<file path="config.mk">
export PLATFORM = sky130hd
export DESIGN_NAME = adx_to_sample_reader
export DESIGN_NICKNAME = d
export VERILOG_FILES = /design/src/rtl/sample_mem_pkg.sv /design/src/rtl/burst_word_buffer.sv /design/src/rtl/adx_to_sample_reader.sv
export SDC_FILE = /design/constraint.sdc
export NUM_CORES = 1
export LEC_CHECK = 0
export BUFFER_PORTS_ARGS = -buffer_cell sky130_fd_sc_hd__buf_2
export CORE_ASPECT_RATIO = 0.8
export CORE_MARGIN = 10
export CORE_UTILIZATION = 45
export CTS_CLUSTER_DIAMETER = 60
export DETAILED_ROUTE_END_ITERATION = 12
export GPL_ROUTABILITY_DRIVEN = 0
export MAX_ROUTING_LAYER = met4
export PLACE_DENSITY = 0.75
export SLEW_MARGIN = 20
export SYNTH_ARGS = -nofsm -noshare
export SYNTH_HDL_FRONTEND = slang
export SYNTH_SLANG_ARGS = --single-unit
</file>
<file path="constraint.sdc">
create_clock -name clk -period 3.05 [get_ports clk]
set_input_delay 0.4575 -clock clk [delete_from_list [all_inputs] [get_ports clk]]
set_output_delay 0.4575 -clock clk [all_outputs]
set_load 0.1 [all_outputs]
</file>
<file path="src/rtl/sample_mem_pkg.sv">
// Shared sample-memory definitions: burst geometry, readback FSM states and
// the sample-number to DDR-address mapping used by both capture and readback.
package sample_mem_pkg;

    localparam int unsigned NUM_WORDS_PER_PACKET = 2;
    localparam int unsigned BURST_WORDS          = 8;
    localparam int unsigned SAMPLE_MASK_WIDTH    = 3;
    localparam int unsigned PACKETS_PER_BURST    = BURST_WORDS / NUM_WORDS_PER_PACKET;

    typedef enum logic [1:0] {
        ST_IDLE,
        ST_ISSUE,
        ST_COLLECT,
        ST_DRAIN
    } rd_state_t;

    // Word address of the burst holding a sample (sample x 2, burst-aligned).
    // Callers truncate to their address width, which gives the modulo wrap.
    function automatic logic [31:0] sample_to_word_base(input logic [31:0] sample);
        logic [31:0] word_adx;
        word_adx = {sample[30:0], 1'b0};
        return {word_adx[31:SAMPLE_MASK_WIDTH], {SAMPLE_MASK_WIDTH{1'b0}}};
    endfunction

    // Packet position of a sample inside its burst.
    function automatic logic [1:0] sample_to_offset(input logic [31:0] sample);
        return sample[1:0];
    endfunction

endpackage

</file>
<file path="src/rtl/burst_word_buffer.sv">
// One DDR burst worth of 16-bit words, read back as a 2-word sample packet.
module burst_word_buffer
    import sample_mem_pkg::*;
(
    input  logic        clk,
    input  logic        wr_en,
    input  logic [2:0]  wr_idx,
    input  logic [15:0] wr_data,
    input  logic [1:0]  rd_offset,
    output logic [31:0] rd_packet
);

    logic [15:0] words [BURST_WORDS];

    // Capture returned memory words at their position in the burst.
    always_ff @(posedge clk) begin
        if (wr_en) begin
            words[wr_idx] <= wr_data;
        end
    end

    // Packet = {odd word, even word} of the selected pair.
    always_comb begin
        rd_packet = {words[{rd_offset, 1'b1}], words[{rd_offset, 1'b0}]};
    end

endmodule

</file>
<file path="src/rtl/adx_to_sample_reader.sv">
// Readback engine: turns a (start sample, count) host request into aligned DDR
// burst reads and streams the reassembled 32-bit sample packets to the host.
module adx_to_sample_reader
    import sample_mem_pkg::*;
#(
    parameter int unsigned SAMPLE_PACKET_WIDTH = 32,
    parameter int unsigned ADX_WIDTH           = 27
) (
    input  logic                           clk,
    input  logic                           reset,
    input  logic                           req_valid,
    output logic                           req_ready,
    input  logic [31:0]                    req_start_sample,
    input  logic [15:0]                    req_count,
    output logic                           mem_rd_req,
    input  logic                           mem_rd_gnt,
    output logic [ADX_WIDTH-1:0]           mem_rd_adx,
    input  logic [15:0]                    mem_rd_data,
    input  logic                           mem_rd_data_valid,
    output logic                           smp_valid,
    input  logic                           smp_ready,
    output logic [SAMPLE_PACKET_WIDTH-1:0] smp_data,
    output logic                           smp_last,
    output logic                           done
);

    rd_state_t                    state;
    logic [15:0]                  remaining;
    logic [1:0]                   offset;
    logic [2:0]                   word_cnt;
    logic [31:0]                  req_word_base;
    logic                         buf_wr_en;
    logic [1:0]                   rd_offset;
    logic [31:0]                  buf_packet;
    logic [SAMPLE_PACKET_WIDTH-1:0] next_packet;

    burst_word_buffer u_buffer (
        .clk       (clk),
        .wr_en     (buf_wr_en),
        .wr_idx    (word_cnt),
        .wr_data   (mem_rd_data),
        .rd_offset (rd_offset),
        .rd_packet (buf_packet)
    );

    // Buffer control and the packet to load into the registered output.
    always_comb begin
        req_word_base = sample_to_word_base(req_start_sample);
        buf_wr_en     = (state == ST_COLLECT) && mem_rd_data_valid;
        // While draining, look one packet ahead so the next beat is ready at the handshake.
        rd_offset     = (state == ST_DRAIN) ? offset + 2'd1 : offset;
        next_packet   = buf_packet;
        // The 8th word is still on the bus when the first packet is loaded;
        // an offset-3 packet takes its odd half straight from it.
        if ((state == ST_COLLECT) && (offset == 2'd3)) begin
            next_packet = {mem_rd_data, buf_packet[15:0]};
        end
    end

    // Request / issue / collect / drain sequencing with registered outputs.
    always_ff @(posedge clk or posedge reset) begin
        if (reset) begin
            state      <= ST_IDLE;
            remaining  <= '0;
            offset     <= '0;
            word_cnt   <= '0;
            req_ready  <= 1'b1;
            mem_rd_req <= 1'b0;
            mem_rd_adx <= '0;
            smp_valid  <= 1'b0;
            smp_data   <= '0;
            smp_last   <= 1'b0;
            done       <= 1'b0;
        end else begin
            done <= 1'b0;
            case (state)
                ST_IDLE: begin
                    if (req_valid) begin
                        mem_rd_adx <= ADX_WIDTH'(req_word_base);
                        offset     <= sample_to_offset(req_start_sample);
                        remaining  <= req_count;
                        if (req_count == '0) begin
                            done <= 1'b1;
                        end else begin
                            req_ready  <= 1'b0;
                            mem_rd_req <= 1'b1;
                            state      <= ST_ISSUE;
                        end
                    end
                end
                ST_ISSUE: begin
                    if (mem_rd_gnt) begin
                        mem_rd_req <= 1'b0;
                        word_cnt   <= '0;
                        state      <= ST_COLLECT;
                    end
                end
                ST_COLLECT: begin
                    if (mem_rd_data_valid) begin
                        word_cnt <= word_cnt + 3'd1;
                        if (word_cnt == 3'(BURST_WORDS - 1)) begin
                            smp_valid <= 1'b1;
                            smp_data  <= next_packet;
                            smp_last  <= (remaining == 16'd1);
                            state     <= ST_DRAIN;
                        end
                    end
                end
                ST_DRAIN: begin
                    if (smp_ready) begin
                        remaining <= remaining - 16'd1;
                        offset    <= offset + 2'd1;
                        if (remaining == 16'd1) begin
                            smp_valid <= 1'b0;
                            smp_last  <= 1'b0;
                            done      <= 1'b1;
                            req_ready <= 1'b1;
                            state     <= ST_IDLE;
                        end else if (offset == 2'(PACKETS_PER_BURST - 1)) begin
                            smp_valid  <= 1'b0;
                            smp_last   <= 1'b0;
                            mem_rd_adx <= mem_rd_adx + ADX_WIDTH'(BURST_WORDS);
                            mem_rd_req <= 1'b1;
                            state      <= ST_ISSUE;
                        end else begin
                            smp_data <= next_packet;
                            smp_last <= (remaining == 16'd2);
                        end
                    end
                end
                default: state <= ST_IDLE;
            endcase
        end
    end

endmodule

</file>
==> flow_summary.ini <==
[grt]
antenna_found_initial = 0
grt_max_degree = 54
grt_usage = 0.165
overflow = 0
grt_pass1_vias = 6365
grt_pass1_wl_mm = 35.7

[finish]
final_common_cell = edfxtp_1
regArea_mm2 = 0.00595
fin_nets = 908
drive_gt1_frac = 0.292
fillers = 1720
final_cell_area_mm2 = 0.0112
final_cell_mix = edfxtp_1, buf_2, dfrtp_1
area_growth_pct = 18.4
instances_no_fill = 1111
n_antenna_cell = 0
multi_input_area_mm2 = 0.00333

[timing]
finalMaxSlewViolations = 0
period_share = 0.815
fin_hold_ws_ns = 0.0208
setup_tns_ns = 0
worst_pin_slew_ns = 0.947
grt_setup_unrepaired = false
setup-violations-final = 0
skew_ns = 0.0149
hold_viol = 0
fin_crit_ns = 2.49
max_freq_ghz = 0.402
maxSlewHeadroom = 0.366

[logic_synthesis]
synthAdderAreaFrac = 0.0158
netlist_area_mm2 = 0.00950
ys_warn_count = 0
synth-simple-area-share = 0.107
synthTopCellsByArea = edfxtp_1, dfrtp_1, mux4_2
synth_compound_area_frac = 0.0943
synth_top_family_by_area = multiplexers
synthMuxAreaShare = 0.128
ys_seq_area_frac = 0.626
yosysUniqueCellTypes = 64
synth_top_cell_area_share = 0.405
synth-main-ff-cell = edfxtp_1
synth-edff-count = 128
ys_seq_elements = 212
synthXorXnorAreaFrac = 0.000922
yosysTopAreaCell = edfxtp_1
avgSynthCellArea_um2 = 13.7
synth_cells = 693
async_reset_ff_frac = 0.396

[critical_path]
worstPathRequired_ns = 3.43
crit_buf_inv = 2
crit_path_start_kind = flop
cp_data_arrival_time_ns = 2.86
cp-end-kind = flop
max_stage_delay_ns = 0.40
rrSetupSlack_ns = 0.56
critPathTopFamily = simple AND/OR/NAND/NOR gates
crit_type = flop to flop
timing.critical_path.mode_cell = nand3_1
worstPathMaxFanout = 11
cp_slowest_cell = dfrtp_1
crit_chain = inv_1, ha_1, nor4b_1, nand4_1, buf_4, nand3_1, or3_1, nand3_1

[cts]
clock_latency_ns = 0.51
cts.htree.levels = 1
cts_num_sinks = 212
path_clk_slew_ns = 0.06
cts_tree = yes
cts-root-buf = clkbuf_16
clk_path_buf_depth = 3
cts_resized = 0
post-cts-setup-buffers = 0
numCtsBuffers = 23
cts-hold-fix-buffers = 0

[run_status]
status = finished clean

[detailed_routing]
route.detailed.drc = 0
drt_iter0_markers = 510
ant_nets = 0
vias = 6316
wl_per_cell_um = 19.9
wirelength_mm = 22.1
dr.pass1.iters = 5
avgViaCountPerCell = 5.68

[floorplanning]
die_h_um = 150
fp.coreArea_mm2 = 0.0207
die_w_um = 182
rows = 47
dieArea_mm2 = 0.0273
start_util = 0.459
ioPinCount = 134

[job]
drv_cap = 0

[worst_hold_path]
hold_class = input port to async pin

[place]
dp_hpwl_mm = 14.6
place_inst = 1070
port_buffers = 124
place_area_mm2 = 0.0105
[cells in the mapped netlist, types with 4 or more instances]
master     count
dfrtp_1       83
nor4b_1        4
buf_2         14
a21oi_1       29
or3_1          8
ha_1          12
o21ai_1       10
nand3_1       26
edfxtp_1     128
inv_1         12
o21ai_0       34
mux2i_1       30
o32ai_1        5
nor4_1         7
mux2_2        17
nor3_1        14
a22oi_1        7
a22o_1         4
o22ai_1       12
buf_4          6
nand4_1       12
mux4_2        32
nor2_1        32
clkbuf_1      15
nand2b_1       7
buf_6          4
a2bb2oi_1      7
and3_1         5
and4_1         5
nand2_1       61
[kinds of logic (layout without fill, tap and decap cells)]
family | count (synthesis) | in the layout
AOI/OAI and AO/OA | 139 | 139
buffers and inverters | 52 | 199
muxes | 79 | 79
adders and majority gates | 12 | 12
xor gates and xnor gates | 1 | 1
and+or+nand+nor | 197 | 197
DFF | 212 | 212
other | 1 | 3
[through the flow]
stage	setup slack, ns	util
finish	0.564	0.543
global route	0.270	0.543
CTS	0.572	0.543
detailed placement	0.607	0.507
global placement	0.652	0.507
floorplan	0.429	-
[final cells by class]
class | count | share of cell area
clock buffer | 33 | 0.0581
clock inverter | 8 | 0.00946
inverter | 12 | 0.00412
multi-input combinational | 431 | 0.296
sequential | 212 | 0.529
tap | 269 | 0.0299
timing repair buffer | 146 | 0.0732
[path summary, 6_finish.rpt]
path                                          startpoint                          to  cells after the start
worst max-delay path            remaining[1]$_DFFE_PP0P_   mem_rd_adx[7]$_DFFE_PP0P_                      8
worst min-delay path                               reset    remaining[3]$_DFFE_PP0P_                      2
worst max register to register  remaining[1]$_DFFE_PP0P_   mem_rd_adx[7]$_DFFE_PP0P_                      8
worst min register to register  smp_data[21]$_DFFE_PP0P_    smp_data[21]$_DFFE_PP0P_                      2
max in group asynchronous                          reset       req_ready$_DFFE_PP1P_                      3
min in group clk                    req_start_sample[22]  mem_rd_adx[23]$_DFFE_PP0P_                      3
[metal layers]
layer  vias up  GRT usage  part of all wire  wire [um]
li1       2961          -                 -          -
met4         0     0.0394             0.018        395
met5         -          -                 0          0
met3        36     0.0280             0.057       1260
met2       179      0.257              0.48      10600
met1      3140      0.224              0.45       9860
[worst register-to-register path, cell delays in order (launching register included)]
cell and delay [ns]:
dfrtp_1 0.40, inv_1 0.10, ha_1 0.39, nor4b_1 0.37, nand4_1 0.25, buf_4 0.27, nand3_1 0.33, or3_1 0.18
nand3_1 0.06
[registers in the layout, summed over array words and instances (netlist names)]
signal,count
offset,2
mem_rd_req,1
smp_valid,1
remaining,16
done,1
mem_rd_adx,24
u_buffer.words,128
state,2
req_ready,1
word_cnt,3
smp_data,32
smp_last,1
Power is not shown: default switching activity piles up to over one toggle a cycle in this logic, so the estimate is an artifact.
